==> config.mk <==
export PLATFORM = sky130hd
export DESIGN_NAME = p256_operand_port
export DESIGN_NICKNAME = d
export VERILOG_FILES = /design/src/rtl/p256_operand_port.sv
export SDC_FILE = /design/constraint.sdc
export NUM_CORES = 1
export LEC_CHECK = 0
export ABC_AREA = 1
export CAP_MARGIN = 20
export CORE_AREA = 5 5 224 226
export CTS_CLUSTER_DIAMETER = 30
export DETAILED_ROUTE_END_ITERATION = 10
export DIE_AREA = 0 0 229 231
export PLACE_DENSITY = 0.74
export SYNTH_ARGS = -nofsm -noshare
export SYNTH_HDL_FRONTEND = slang
export SYNTH_SLANG_ARGS = --single-unit
==> constraint.sdc <==
create_clock -name clk -period 2.2 [get_ports clk]
set_input_delay 0.55 -clock clk [delete_from_list [all_inputs] [get_ports clk]]
set_output_delay 0.55 -clock clk [all_outputs]
set_load 0.01 [all_outputs]
==> src/rtl/p256_operand_port.sv <==
// p256_operand_port: word-serial operand/result port for a P-256 arithmetic engine.
// Holds a 256-bit operand and serves it 32 bits at a time with one-cycle read
// latency. Collects 32-bit result writes into a 256-bit result register. Drives
// the engine ena/rdy handshake so a controller sees a single start/done interface.
//
// Ports:
//   clk, rst_n         clock, synchronous active-low reset
//   start, operand     controller request and 256-bit operand (latched in IDLE)
//   busy, done, err    controller status; err is valid only while done=1
//   result             collected result words, stable from DONE until next start
//   ena, rdy           engine enable / engine completion level
//   a_addr, a_din      engine operand read port (registered, one-cycle latency)
//   d_addr, d_wren,
//   d_dout             engine result write port
module p256_operand_port #(
    parameter int unsigned WORDS   = 8,
    parameter int unsigned TIMEOUT = 1024
) (
    input  logic                     clk,
    input  logic                     rst_n,
    input  logic                     start,
    input  logic [32*WORDS-1:0]      operand,
    output logic                     busy,
    output logic                     done,
    output logic                     err,
    output logic [32*WORDS-1:0]      result,
    output logic                     ena,
    input  logic                     rdy,
    input  logic [$clog2(WORDS)-1:0] a_addr,
    output logic [31:0]              a_din,
    input  logic [$clog2(WORDS)-1:0] d_addr,
    input  logic                     d_wren,
    input  logic [31:0]              d_dout
);

    localparam int unsigned CNT_W = $clog2(TIMEOUT + 1);

    typedef enum logic [1:0] {
        ST_IDLE,
        ST_RUN,
        ST_DONE
    } state_e;

    state_e                 state_q, state_d;
    logic [WORDS-1:0][31:0] operand_q, operand_d;
    logic [WORDS-1:0][31:0] result_q, result_d;
    logic [WORDS-1:0]       mask_q, mask_d;
    logic [CNT_W-1:0]       cnt_q, cnt_d;
    logic                   rdy_q, rdy_d;
    logic                   busy_q, busy_d;
    logic                   done_q, done_d;
    logic                   err_q, err_d;
    logic                   ena_q, ena_d;
    logic [31:0]            a_din_q, a_din_d;

    logic rdy_rise;
    logic at_limit;

    // Completion is a fresh rising edge only; a level already high is ignored.
    assign rdy_rise = rdy & ~rdy_q;
    assign at_limit = (cnt_q == CNT_W'(TIMEOUT - 1));

    // Next-state and registered-output logic.
    always_comb begin
        state_d   = state_q;
        operand_d = operand_q;
        result_d  = result_q;
        mask_d    = mask_q;
        cnt_d     = cnt_q;
        rdy_d     = rdy;
        busy_d    = 1'b0;
        done_d    = 1'b0;
        err_d     = 1'b0;
        ena_d     = 1'b0;
        // Read decode is independent of state.
        a_din_d   = operand_q[a_addr];

        unique case (state_q)
            ST_IDLE: begin
                if (start) begin
                    operand_d = operand;
                    result_d  = '0;
                    mask_d    = '0;
                    cnt_d     = '0;
                    busy_d    = 1'b1;
                    ena_d     = 1'b1;
                    state_d   = ST_RUN;
                end
            end

            ST_RUN: begin
                busy_d = 1'b1;
                ena_d  = 1'b1;
                if (d_wren) begin
                    result_d[d_addr] = d_dout;
                    mask_d[d_addr]   = 1'b1;
                end
                // A write coinciding with the rdy edge is included in err.
                if (rdy_rise) begin
                    ena_d   = 1'b0;
                    done_d  = 1'b1;
                    err_d   = (mask_d != '1);
                    state_d = ST_DONE;
                end else if (at_limit) begin
                    ena_d   = 1'b0;
                    done_d  = 1'b1;
                    err_d   = 1'b1;
                    state_d = ST_DONE;
                end else begin
                    cnt_d = cnt_q + CNT_W'(1);
                end
            end

            ST_DONE: begin
                state_d = ST_IDLE;
            end

            default: begin
                state_d = ST_IDLE;
            end
        endcase
    end

    // State and data registers.
    always_ff @(posedge clk) begin
        if (!rst_n) begin
            state_q   <= ST_IDLE;
            operand_q <= '0;
            result_q  <= '0;
            mask_q    <= '0;
            cnt_q     <= '0;
            rdy_q     <= 1'b0;
            busy_q    <= 1'b0;
            done_q    <= 1'b0;
            err_q     <= 1'b0;
            ena_q     <= 1'b0;
            a_din_q   <= '0;
        end else begin
            state_q   <= state_d;
            operand_q <= operand_d;
            result_q  <= result_d;
            mask_q    <= mask_d;
            cnt_q     <= cnt_d;
            rdy_q     <= rdy_d;
            busy_q    <= busy_d;
            done_q    <= done_d;
            err_q     <= err_d;
            ena_q     <= ena_d;
            a_din_q   <= a_din_d;
        end
    end

    assign busy   = busy_q;
    assign done   = done_q;
    assign err    = err_q;
    assign ena    = ena_q;
    assign result = result_q;
    assign a_din  = a_din_q;

endmodule
==> run summary <==
SETUP PATH
----------------------------------------------------------------------------------------
Crit path DAT                                                                    1.63 ns
Critical Path Start Type                                                       flip-flop
Category of the worst setup path capture point                                output pin
CP Cell Sequence                                                            clkdlybuf4s50_1
Critical path peak fanout                                                              2
WP data required                                                                 1.65 ns
Cell at the slowest stage of the critical path                              sky130_fd_sc_hd__clkdlybuf4s50_1
Worst Path Buf+Inv                                                                     1
Crit path kind                                                                reg -> out
Cell family with most CP delay                                              buffers and inverters
Slowest cell delay on critical path                                              0.58 ns

CLOCK TREE
----------------------------------------------------------------------------------------
Number of buffers inserted during clock tree synthesis                               109
Clock Latency Late Sink                                                          0.65 ns
CTS tree                                                                            done
H-tree levels                                                                          3
Number of sinks handled by clock tree synthesis                                      570
Max clock buf depth                                                                    3
Clock slew at reported path FFs                                                  0.05 ns
Number of hold buffers added after CTS                                                 0
Master cell of the clock root buffer                                        sky130_fd_sc_hd__clkbuf_16

STA
----------------------------------------------------------------------------------------
Time the final worst path needs with I/O delays and setup                        2.18 ns
Fin crit share                                                                     99.2%
Transition at the pin with the smallest max-transition slack                    0.581 ns
Relative max-transition margin                                                     60.9%
Setup repair after global routing missed its margin                                   no
Hold Worst Slack                                                                0.315 ns
Final Slew Violations                                                                  0
Count of endpoints failing setup in the final report                                   0
Final setup margin                                                             0.0177 ns
Post-Route Setup TNS                                                                0 ns
Number of hold violations in the final report                                          0
Maximum clock skew at final layout                                             0.0277 ns
Peak Freq                                                                      0.458 GHz

SYNTHESIS
----------------------------------------------------------------------------------------
Post-Synthesis Cells                                                                2929
Synthesized netlist net count                                                       3229
Sequential-to-total area share from yosys stat                                     52.4%
Average footprint of a synthesized cell                                         7.43 µm²
Yosys cell types                                                                      24
Library cell occupying the most area in the post-synthesis netlist          sky130_fd_sc_hd__dfxtp_1
Post-synthesis instance area                                                   21800 µm²
Register bit total from synthesis                                                    570
Leading post-synthesis cells by cell area                                   sky130_fd_sc_hd__dfxtp_1 (52%), sky130_fd_sc_hd__nor2_1 (14%), sky130_fd_sc_hd__o21ai_0 (13%)
Area share of the leading cell type in the synthesized netlist                     52.4%
Syn. warnings                                                                          0

PLACE
----------------------------------------------------------------------------------------
Total half-perimeter wirelength after legalization and detailed placement       61400 µm
Setup Slack @ Placement                                                        -0.149 ns
Number of input and output port buffers inserted                                     590
Post-place instance area                                                       29000 µm²
Gp weighted congestion                                                             0.920

DETAILED ROUTING
----------------------------------------------------------------------------------------
Total vias in the final route                                                      23200
Detailed Route Iter0 Violations                                                     2546
First-pass iteration count of the detailed router                                      6
DRC errors left                                                                        0
Average detailed-routed wire length per instance                                 20.5 µm
Residual antenna-violating net count after detailed routing                            0
Post-Route WL                                                                   87700 µm
Via count normalized by instance count                                              5.43

FINISH
----------------------------------------------------------------------------------------
Fin nets                                                                            3843
Fraction of final layout cells sized beyond drive strength 1                       9.53%
Filler cell count in the final layout                                               3680
Design area                                                                    33100 µm²
Signed area change from the synthesized netlist to the final layout                52.0%
Core Util, Final                                                                   68.7%

FLOORPLAN
----------------------------------------------------------------------------------------
Starting utilization of the core area                                              45.2%
Area of the placeable core                                                     48100 µm²
Number of standard-cell rows in the floorplan                                         81
Die Footprint                                                                  52900 µm²
Die outline width                                                                 229 µm
Chip Height                                                                       231 µm
Boundary Pins                                                                        591

GLOBAL ROUTE
----------------------------------------------------------------------------------------
GRT overflow                                                                           0
Antenna violations before repair                                                      17
Maximum number of pins on one net before global-route repair                         130
Global-route wire length before repair                                         132000 µm
Via count of the first global-routing pass                                         22900
Global routing usage summed across all routing layers                              31.5%

POWER
----------------------------------------------------------------------------------------
Leakage power of the design                                                    0.0137 µW
Power density over the cells                                                 1060 nW/µm²
Maximum resistive drop on vdd                                                   0.852 mV

HOLD PATH
----------------------------------------------------------------------------------------
Path category of the worst min-delay check                                     in -> reg

OUTCOME
----------------------------------------------------------------------------------------
Result of the run                                                           complete, no violations

FLOW RUN
----------------------------------------------------------------------------------------
Number of max-cap violations                                                           0

==> kinds of logic (layout without fill, tap and decap cells) <==
| logic type | after synthesis | after routing | share of synthesized area, % |
|---|---|---|---|
| and+or+nand+nor | 1091 | 1091 | 19.3 |
| AOI/OAI and AO/OA | 864 | 864 | 21.1 |
| DFF | 570 | 570 | 52.4 |
| buffers and inverters | 402 | 1113 | 7.12 |
| adders and majority gates | 1 | 1 | 0.0575 |
| xor gates and xnor gates | 1 | 1 | 0.0402 |
| other | 0 | 11 | 0 |
==> layout by cell type (no fill, tap or decap), types with 2 or more instances in the layout <==
master and n:
sky130_fd_sc_hd__diode_2 11, sky130_fd_sc_hd__buf_4 97, sky130_fd_sc_hd__or2_2 2, sky130_fd_sc_hd__bufinv_16 16
sky130_fd_sc_hd__clkdlybuf4s50_1 571, sky130_fd_sc_hd__o21ai_0 555, sky130_fd_sc_hd__clkbuf_16 112, sky130_fd_sc_hd__a31oi_1 32
sky130_fd_sc_hd__inv_1 177, sky130_fd_sc_hd__buf_12 35, sky130_fd_sc_hd__inv_8 4, sky130_fd_sc_hd__clkbuf_8 15
sky130_fd_sc_hd__o21bai_1 9, sky130_fd_sc_hd__nor3_1 2, sky130_fd_sc_hd__o211a_1 6, sky130_fd_sc_hd__nand2_1 192
sky130_fd_sc_hd__a21oi_1 194, sky130_fd_sc_hd__clkinv_1 3, sky130_fd_sc_hd__inv_6 15, sky130_fd_sc_hd__inv_16 2
sky130_fd_sc_hd__dlygate4sd2_1 9, sky130_fd_sc_hd__nand4_1 3, sky130_fd_sc_hd__nor2_1 830, sky130_fd_sc_hd__clkinvlp_4 15
sky130_fd_sc_hd__dlymetal6s2s_1 7, sky130_fd_sc_hd__clkinv_4 9, sky130_fd_sc_hd__nand3_1 60, sky130_fd_sc_hd__dfxtp_1 570
sky130_fd_sc_hd__clkbuf_1 4, sky130_fd_sc_hd__o211ai_1 66, sky130_fd_sc_hd__clkinv_2 14, sky130_fd_sc_hd__inv_2 3
==> worst reg2reg max path: cells and delay by family (launching register included) <==
| kind | cells | cell delay, ns |
|---|---|---|
| AOI/OAI and AO/OA | 1 | 0.26 |
| and+or+nand+nor | 4 | 0.52 |
| buffers and inverters | 4 | 0.64 |
| DFF | 1 | 0.32 |
==> per-stage QoR <==
| stage | instances | total power [µW] |
|---|---|---|
| 3_5_place_dp | 4054 | 17300 |
| 5_1_grt | 4271 | 36200 |
| 3_3_place_gp | 4054 | 17100 |
| 6_report | 4273 | 35000 |
| 2_1_floorplan | 2929 | 14300 |
| 4_1_cts | 4262 | 35100 |
==> cell usage after synthesis <==
| cell type | count |
|---|---|
| sky130_fd_sc_hd__o21ai_0 | 555 |
| sky130_fd_sc_hd__ha_1 | 1 |
| sky130_fd_sc_hd__o21ai_4 | 1 |
| sky130_fd_sc_hd__inv_1 | 177 |
| sky130_fd_sc_hd__nor2_1 | 830 |
| sky130_fd_sc_hd__nand3_1 | 60 |
| sky130_fd_sc_hd__a21oi_1 | 194 |
| sky130_fd_sc_hd__buf_2 | 33 |
| sky130_fd_sc_hd__inv_2 | 4 |
| sky130_fd_sc_hd__o211a_1 | 6 |
| sky130_fd_sc_hd__nand4_1 | 3 |
| sky130_fd_sc_hd__clkinv_1 | 3 |
| sky130_fd_sc_hd__buf_1 | 20 |
| sky130_fd_sc_hd__or2_2 | 2 |
| sky130_fd_sc_hd__dfxtp_1 | 570 |
| sky130_fd_sc_hd__nor3_1 | 2 |
| sky130_fd_sc_hd__nand2_1 | 193 |
| sky130_fd_sc_hd__nor2_4 | 1 |
| sky130_fd_sc_hd__a211oi_1 | 1 |
| sky130_fd_sc_hd__clkbuf_1 | 165 |
| sky130_fd_sc_hd__o211ai_1 | 66 |
| sky130_fd_sc_hd__o21bai_1 | 9 |
| sky130_fd_sc_hd__a31oi_1 | 32 |
| sky130_fd_sc_hd__xor2_1 | 1 |
==> sequential cells by signal (all words and copies together), names as in the netlist <==
| signal | count |
|---|---|
| state_q | 2 |
| a_din | 32 |
| ena | 1 |
| done | 1 |
| busy | 1 |
| rdy_q | 1 |
| mask_q | 8 |
| result | 256 |
| cnt_q | 11 |
| operand_q | 256 |
| err | 1 |
==> layout make-up <==
class / instances / area, µm² / share of cell area [%]
multi-input cells: 1957 / 8820 / 26.6
clock inverters: 77 / 1000 / 3.04
flip-flops and latches: 570 / 11400 / 34.5
well taps: 622 / 778 / 2.35
diodes: 11 / 27.5 / 0.0832
inverters: 184 / 693 / 2.09
repair buffers: 721 / 7340 / 22.2
clock buffers: 131 / 3020 / 9.14
==> repair_timing <==
item,in CTS,in global routing
buffers inserted,0,0
endpoints found under the setup margin,9,7
gates resized for setup,9,7
==> report_power, final <==
group | internal, µW | total [µW] | switching, µW | leakage (µW)
combinational | 2430 | 5380 | 2950 | 0.00705
sequential | 11300 | 11800 | 503 | 0.00471
clock | 11800 | 17900 | 6030 | 0.00194
total | 25600 | 35000 | 9490 | 0.0137
==> layer usage <==
metal	global-route usage, %	part of all wire (%)
met3	10.8	11
met2	50.2	46
met5	0	0.082
met4	19.1	6.4
met1	36.7	37
==> path summary, 6_finish.rpt <==
path	start	end	slack [ns]	depth (start not counted)
worst min-delay path	rst_n	cnt_q[10]$_SDFFE_PN0P_	0.31	3
worst max-delay path	result[152]$_SDFFE_PN0P_	result[152]	0.02	1
worst min register to register	cnt_q[10]$_SDFFE_PN0P_	cnt_q[10]$_SDFFE_PN0P_	0.43	2
worst max register to register	state_q[0]$_SDFFE_PN0P_	result[223]$_SDFFE_PN0P_	0.39	9
(Power assumes the default switching activity.)
